===== config.mk =====
export PLATFORM = sky130hd
export DESIGN_NAME = video_timing_gen
export DESIGN_NICKNAME = d
export VERILOG_FILES = /design/src/rtl/video_timing_gen.sv
export SDC_FILE = /design/constraint.sdc
export NUM_CORES = 1
export LEC_CHECK = 0
export CELL_PAD_IN_SITES_DETAIL_PLACEMENT = 1
export CELL_PAD_IN_SITES_GLOBAL_PLACEMENT = 1
export CORE_MARGIN = 1
export CORE_UTILIZATION = 30
export DETAILED_ROUTE_END_ITERATION = 12
export GPL_TIMING_DRIVEN = 1
export PLACE_DENSITY_LB_ADDON = 0.1
export SLEW_MARGIN = 20
export SYNTH_ARGS = -nofsm -noshare
export SYNTH_HDL_FRONTEND = slang
export SYNTH_SLANG_ARGS = --single-unit

===== constraint.sdc =====
create_clock -name clk_i -period 5.14 [get_ports clk_i]
set_input_delay 1.542 -clock clk_i [delete_from_list [all_inputs] [get_ports clk_i]]
set_output_delay 1.542 -clock clk_i [all_outputs]
set_load 0.01 [all_outputs]

===== src/rtl/video_timing_gen.sv =====
// Video timing generator: h/v counters, syncs, active video, SOF and a windowed pixel request/address.
// Define VTG_TEST_PATTERN_EN to drive an 8-bar colour test pattern on pat_rgb_o.
module video_timing_gen #(
  parameter int H_ACTIVE = 640,
  parameter int H_FP     = 16,
  parameter int H_SYNC   = 96,
  parameter int H_BP     = 48,
  parameter int V_ACTIVE = 480,
  parameter int V_FP     = 10,
  parameter int V_SYNC   = 2,
  parameter int V_BP     = 33,
  parameter bit SYNC_POL = 1'b0,
  parameter int WIN_W    = 225,
  parameter int WIN_H    = 225,
  parameter int CNT_W    = 12,
  parameter int ADDR_W   = 16
) (
  input  logic              clk_i,
  input  logic              rst_i,
  input  logic              en_i,
  input  logic [CNT_W-1:0]  win_x_i,
  input  logic [CNT_W-1:0]  win_y_i,
  output logic              hs_o,
  output logic              vs_o,
  output logic              de_o,
  output logic [CNT_W-1:0]  cnt_h_o,
  output logic [CNT_W-1:0]  cnt_v_o,
  output logic              sof_o,
  output logic              win_req_o,
  output logic [ADDR_W-1:0] win_addr_o,
  output logic [23:0]       pat_rgb_o
);

  localparam int H_TOTAL = H_ACTIVE + H_FP + H_SYNC + H_BP;
  localparam int V_TOTAL = V_ACTIVE + V_FP + V_SYNC + V_BP;

  localparam logic [CNT_W-1:0] H_LAST = CNT_W'(H_TOTAL - 1);
  localparam logic [CNT_W-1:0] V_LAST = CNT_W'(V_TOTAL - 1);
  localparam logic [CNT_W-1:0] H_ACT  = CNT_W'(H_ACTIVE);
  localparam logic [CNT_W-1:0] V_ACT  = CNT_W'(V_ACTIVE);
  localparam logic [CNT_W-1:0] HS_BEG = CNT_W'(H_ACTIVE + H_FP);
  localparam logic [CNT_W-1:0] HS_END = CNT_W'(H_ACTIVE + H_FP + H_SYNC);
  localparam logic [CNT_W-1:0] VS_BEG = CNT_W'(V_ACTIVE + V_FP);
  localparam logic [CNT_W-1:0] VS_END = CNT_W'(V_ACTIVE + V_FP + V_SYNC);
  localparam logic [CNT_W:0]   WIN_W_C  = (CNT_W+1)'(WIN_W);
  localparam logic [CNT_W:0]   WIN_H_C  = (CNT_W+1)'(WIN_H);
  localparam logic [ADDR_W-1:0] ROW_STEP = ADDR_W'(WIN_W);

  logic [CNT_W-1:0]  h, v, wx, wy, col_off;
  logic [ADDR_W-1:0] row_base, addr;
  logic              h_last, v_last, active, in_col, in_row, req, hs_n, vs_n;

  always_comb begin
    h_last  = (h == H_LAST);
    v_last  = (v == V_LAST);
    active  = (h < H_ACT) && (v < V_ACT);
    // Window ends compared one bit wider so origins near the top of the range cannot wrap
    in_col  = (h >= wx) && ({1'b0, h} < ({1'b0, wx} + WIN_W_C));
    in_row  = (v >= wy) && ({1'b0, v} < ({1'b0, wy} + WIN_H_C));
    req     = active && in_col && in_row;
    col_off = h - wx;
    addr    = req ? (row_base + ADDR_W'(col_off)) : '0;
    hs_n    = ((h >= HS_BEG) && (h < HS_END)) ? SYNC_POL : ~SYNC_POL;
    vs_n    = ((v >= VS_BEG) && (v < VS_END)) ? SYNC_POL : ~SYNC_POL;
  end

  always_ff @(posedge clk_i) begin
    if (rst_i) begin
      h          <= '0;
      v          <= '0;
      wx         <= '0;
      wy         <= '0;
      row_base   <= '0;
      hs_o       <= ~SYNC_POL;
      vs_o       <= ~SYNC_POL;
      de_o       <= 1'b0;
      sof_o      <= 1'b0;
      win_req_o  <= 1'b0;
      win_addr_o <= '0;
      cnt_h_o    <= '0;
      cnt_v_o    <= '0;
    end else if (en_i) begin
      h <= h_last ? '0 : h + CNT_W'(1);
      if (h_last) begin
        v <= v_last ? '0 : v + CNT_W'(1);
        // Row base is the address of column wx on the next line: step it after each window line
        if (v_last)      row_base <= '0;
        else if (in_row) row_base <= row_base + ROW_STEP;
      end
      if (h_last && v_last) begin
        wx <= win_x_i;
        wy <= win_y_i;
      end
      hs_o       <= hs_n;
      vs_o       <= vs_n;
      de_o       <= active;
      sof_o      <= (h == '0) && (v == '0);
      win_req_o  <= req;
      win_addr_o <= addr;
      cnt_h_o    <= h;
      cnt_v_o    <= v;
    end else begin
      de_o       <= 1'b0;
      sof_o      <= 1'b0;
      win_req_o  <= 1'b0;
      win_addr_o <= '0;
    end
  end

`ifdef VTG_TEST_PATTERN_EN
  localparam int unsigned BAR_W = H_ACTIVE / 8;

  logic [2:0]  bar;
  logic [23:0] pat_n;

  // Bar index bits map straight to inverted channels: bit1->r, bit2->g, bit0->b
  always_comb begin
    bar = '0;
    for (int unsigned i = 1; i < 8; i++) begin
      if (h >= CNT_W'(i * BAR_W)) bar = 3'(i);
    end
    pat_n = active ? {{8{~bar[1]}}, {8{~bar[2]}}, {8{~bar[0]}}} : '0;
  end

  always_ff @(posedge clk_i) begin
    if (rst_i)     pat_rgb_o <= '0;
    else if (en_i) pat_rgb_o <= pat_n;
    else           pat_rgb_o <= '0;
  end
`else
  assign pat_rgb_o = '0;
`endif

endmodule

Word level (Yosys, flattened, before mapping)
Cells that the tools add are included.

word-level totals
  register bits after elaboration = 109
  bits of input ports = 27
  output and inout port bits = 69
  logic and storage cells = 57

cells by class
  $add $sub $neg = 7
  order comparisons = 10
  equality and inequality tests = 2
  muxes and demuxes = 6
  bitwise gates (word level) = 2
  reduce and logical (&&, ||, !) cells = 17

operators by type and width
  cell                                                                  number
  two-way mux 16 bit                                                    2
  adder 12 x 8 -> 13 bit (second input constant)                        2
  less-than comparator 12 x 13 -> 1 bit                                 2
  adder 12 x 1 -> 12 bit (second input constant)                        2
  equality test 12 x 10 -> 1 bit (second input constant)                2
  greater-or-equal comparator 12 bit                                    2
  zero test 12 bit                                                      2
  less-than comparator 12 x 10 -> 1 bit (second input constant)         2
  less-than comparator 12 x 9 -> 1 bit (second input constant)          2
  two-way mux 12 bit                                                    2
  adder 16 x 12 -> 16 bit                                               1
  adder 16 x 8 -> 16 bit (second input constant)                        1
  greater-or-equal comparator 12 x 10 -> 1 bit (second input constant)  1
  greater-or-equal comparator 12 x 9 -> 1 bit (second input constant)   1
  subtractor 12 bit                                                     1
  logical AND 1 bit                                                     9
  AND reduction 2 bit                                                   2
  AND reduction 3 bit                                                   1
  OR reduction 3 bit                                                    1
  two-way mux 1 bit                                                     2
  NOT 1 bit                                                             2
  nonzero test 2 bit                                                    1
  OR reduction 2 bit                                                    1

Depth between registers and ports, before layout
  depth after elaboration = 7
  depth in mapped cells = 17
  gate-level depth less buffers = 17

Worst setup path before layout
No wires, ideal clock.

  kind = register to register
  from = reg h[0]
  to = reg win_addr_o[13]
  arrival = 3532 ps
  path slack = 1493 ps
  cell stages (with the launch flop) = 18
  path buffers = 0
  cell sequence = dfxtp_1 inv_1 ha_1 inv_1 fa_1 a21o_1 a21o_1 a21o_1 a21oi_1 xnor2_1 ha_1 a2111oi_0 o21a_1 nor3_1 o41a_1 a41oi_1 xnor2_1 and2_1

on the way
  cells in the longest elaborated chain, start to end = 6
  elaborated cells on any way between the ends = 11
  classes of those cells = 2 x add/sub; 3 x order compare; 1 x bitwise; 5 x reduce/logical

RTL lines
  item                                                                             line  text
  start: declaration                                                               49    logic [CNT_W-1:0] h, v, wx, wy, col_off;
  start signal: assignment                                                         83    h <= h_last ? '0 : h + CNT_W'(1);
  parallel branches: the longest is 6 deep, another holds adder 16 x 12 -> 16 bit  -
  end signal: assignment                                                           99    win_addr_o <= addr;
  end: declaration                                                                 30    output logic [ADDR_W-1:0] win_addr_o,

Several ways; the timed one is not identified.
A chain may end at the register's enable or synchronous reset.

Worst setup path in the final report
Ends and elaborated chain as after synthesis.

==> flow_metrics.env <==
export IMPL_track_usage=0.168
export IMPL_crit_path_start_kind="register"
export IMPL_p_per_area_nw_per_um2=210
export IMPL_syn_area_per_cell_sq_um=8.38
export IMPL_rows=54
export IMPL_drt_first_pass_iters=10
export IMPL_finalMaxSlewViolations=0
export IMPL_synth_edf_count=0
export IMPL_critPathMaxFanout=5
export IMPL_post_route_period_util=0.821
export IMPL_clkSlewWorstSetupHoldPaths_ns=0.09
export IMPL_antenna_left=0
export IMPL_cts_resized=0
export IMPL_critPathCaptureType="register"
export IMPL_async_flop_share=0
export IMPL_critPathKind="register to register"
export IMPL_synthCells=811
export IMPL_grt_overflow=0
export IMPL_yosys_area_top_type="dfxtp_1"
export IMPL_dieArea_sq_um=23300
export IMPL_ioPinCount=96
export IMPL_rsz0062_at_grt="false"
export IMPL_timing_max_cap_violations=0
export IMPL_syn_area_sq_um=6790
export IMPL_p_int_mw=1.25
export IMPL_worstSkewPairLatency_ns=0.37
export IMPL_antenna_found_initial=0
export IMPL_layout_drive_gt1_share=0.0511
export IMPL_post_cts_buffers=0
export IMPL_multi_input_area_sq_um=4260
export IMPL_grt_max_degree=63
export IMPL_num_vias=5858
export IMPL_drcViolationCount=3
export IMPL_p_seq_frac=0.505
export IMPL_cts_max_level=3
export IMPL_clock_sinks=109
export IMPL_hold_viol=0
export IMPL_tightest_slew_ns=0.920
export IMPL_port_buffers=71
export IMPL_p_total_mw=1.69
export IMPL_fmax_ghz=0.237
export IMPL_power_leakage_nw=3.19
export IMPL_layout_cells_non_filler=1161
export IMPL_switching_share=0.263
export IMPL_clockRootBuffer="clkbuf_16"
export IMPL_vias_per_cell=5.05
export IMPL_tritoncts="done"
export IMPL_timing_final_crit_period_ns=4.22
export IMPL_core_region_area_sq_um=22000
export IMPL_synth_area_top_cells="dfxtp_1 32%, ha_1 13%, nand2_1 5.4%"
export IMPL_switchingPower_mw=0.443
export IMPL_cts_buffers=9
export IMPL_dp_cells=1145
export IMPL_initial_core_util=0.308
export IMPL_mostFrequentLayoutCells="109 x dfxtp_1, 98 x nand2_1, 82 x nor2_1"
export IMPL_synth_cell_types=63
export IMPL_clock_path_buffers=2
export IMPL_place_hpwl_um=14800
export IMPL_synth_ff_type="dfxtp_1"
export IMPL_postCtsHoldBufs=0
export IMPL_clkPwrFrac=0.435
export IMPL_relSlewSlack=0.385
export IMPL_ys_warn_count=0
export IMPL_clock_skew_ns=0.00960
export IMPL_peakVddDrop_v=0.000137
export IMPL_antennaDiodeCount=0
export IMPL_hold_class="register to register"
export IMPL_grt_pass1_wl_um=31300
export IMPL_final_common_cell="dfxtp_1"
export IMPL_routabilityCongestion=0.806
export IMPL_setup_tns_ns=0
export IMPL_synth_top_area_share=0.321
export IMPL_cp_arrival_ns=4.49
export IMPL_critPathRequiredTime_ns=5.41
export IMPL_syn_to_final_growth_pct=18.2
export IMPL_fillers=2627
export IMPL_die_y_um=152
export IMPL_grt_pass1_vias=6033
export IMPL_ys_seq_area_frac=0.321
export IMPL_ff_latch_area_sq_um=2180
export IMPL_violations="DRC"
export IMPL_wl_per_cell_um=16.5
export IMPL_wl_um=19200
export IMPL_layout_nets=973
export IMPL_setup_violations=0
export IMPL_fp_dieW_um=152
export IMPL_ys_ff_latch=109
export IMPL_dr_first_iter_drc_count=214
export IMPL_pwr_share_comb=0.060
export IMPL_status="finished, violations left"
path summary, 6_finish.rpt:
path,from,end,slack [ns],cells past startpoint
worst min register to register,wx[11]$_SDFFE_PP0P_,wx[11]$_SDFFE_PP0P_,0.46,2
worst max-delay path,h[0]$_SDFFE_PP0P_,win_addr_o[13]$_SDFF_PP0_,0.92,17
worst min-delay path,wx[11]$_SDFFE_PP0P_,wx[11]$_SDFFE_PP0P_,0.46,2
worst max register to register,h[0]$_SDFFE_PP0P_,win_addr_o[13]$_SDFF_PP0_,0.92,17
cell usage after synthesis, types with 3 or more instances:
| master | count |
|---|---|
| o21ai_0 | 13 |
| nor2_1 | 82 |
| a21boi_1 | 4 |
| nand4_1 | 11 |
| buf_1 | 3 |
| o31ai_2 | 8 |
| xor2_1 | 21 |
| nand3_1 | 26 |
| xnor2_1 | 36 |
| inv_2 | 3 |
| a2111oi_0 | 3 |
| clkbuf_1 | 19 |
| nor3_1 | 17 |
| dfxtp_1 | 109 |
| buf_2 | 3 |
| nand2b_1 | 5 |
| inv_1 | 38 |
| or3_1 | 9 |
| nand2_1 | 98 |
| nor4_1 | 10 |
| o21a_1 | 9 |
| ha_1 | 68 |
| a21o_1 | 14 |
| a211oi_1 | 5 |
| and2_1 | 16 |
| a21oi_1 | 50 |
| mux2i_1 | 31 |
| nand3b_1 | 3 |
| nor4b_1 | 3 |
| buf_4 | 24 |
| o211ai_1 | 14 |
| and3_1 | 5 |
| nor2b_1 | 3 |
| a31oi_1 | 6 |
| o21ai_1 | 4 |
state kept, by name (all words and copies together), names as in the netlist:
name / cells
wy: 12
row_base: 16
cnt_h_o: 12
sof_o: 1
win_req_o: 1
de_o: 1
wx: 12
hs_o: 1
win_addr_o: 16
v: 12
h: 12
cnt_v_o: 12
vs_o: 1
critical path, cell delays in order, from the launching register on:
cell and delay [ns]:
dfxtp_1 0.36, inv_1 0.21, ha_1 0.21, inv_1 0.06, fa_1 0.40, a21o_1 0.17
a21o_1 0.21, a21o_1 0.18, a21oi_1 0.17, xnor2_1 0.14, ha_1 0.30, a2111oi_0 0.55
o21a_1 0.22, nor3_1 0.07, o41a_1 0.38, a41oi_1 0.26, xnor2_1 0.08, and2_1 0.15
power groups by stage:
| stage | registers [mW] | clock network [mW] | logic (mW) |
|---|---|---|---|
| after detailed placement | 0.873 | 0 | 0.102 |
| after global routing | 0.853 | 0.805 | 0.112 |
| after floorplan | 0.873 | 0 | 0.0706 |
| after CTS | 0.853 | 0.768 | 0.103 |
| after global placement | 0.872 | 0 | 0.100 |
| final | 0.852 | 0.735 | 0.101 |
final cells by class:
cell class / instances / area share
Clock buffer: 9 / 0.0281
Clock inverter: 7 / 0.0108
Inverter: 41 / 0.0192
Multi-Input combinational cell: 634 / 0.530
Sequential cell: 109 / 0.272
Tap cell: 280 / 0.0436
Timing Repair Buffer: 81 / 0.0966
per-layer routing:
| layer | vias to the layer above | GRT usage | wire (um) |
|---|---|---|---|
| met5 | - | 0 | 0 |
| met4 | 0 | 0.0568 | 360 |
| met3 | 25 | 0.0233 | 550 |
| met2 | 78 | 0.293 | 9270 |
| met1 | 2836 | 0.212 | 8990 |
| li1 | 2919 | - | - |
metrics by stage:
| stage | area (sq um) | utilization | worst slack, ns | hold slack, ns |
|---|---|---|---|---|
| final | 8030 | 0.365 | 0.921 | 0.460 |
| after global routing | 8030 | 0.365 | 0.640 | 0.478 |
| after CTS | 8030 | 0.365 | 0.943 | 0.465 |
| after detailed placement | 7720 | 0.350 | 0.963 | 0.453 |
| after global placement | 7720 | 0.350 | 1.06 | 0.446 |
| after floorplan | 6880 | - | 1.49 | 0.432 |
logic make-up after synthesis:
kind of cell	count (synthesis)	synth area share
adders and majority gates	70	0.131
DFF	109	0.321
AOI/OAI and AO/OA	150	0.151
muxes	31	0.0457
buffers and inverters	91	0.0652
other	1	0.000552
and+or+nand+nor	302	0.212
xor gates and xnor gates	57	0.0735
No activity file was read; power rests on OpenSTA's default activity.
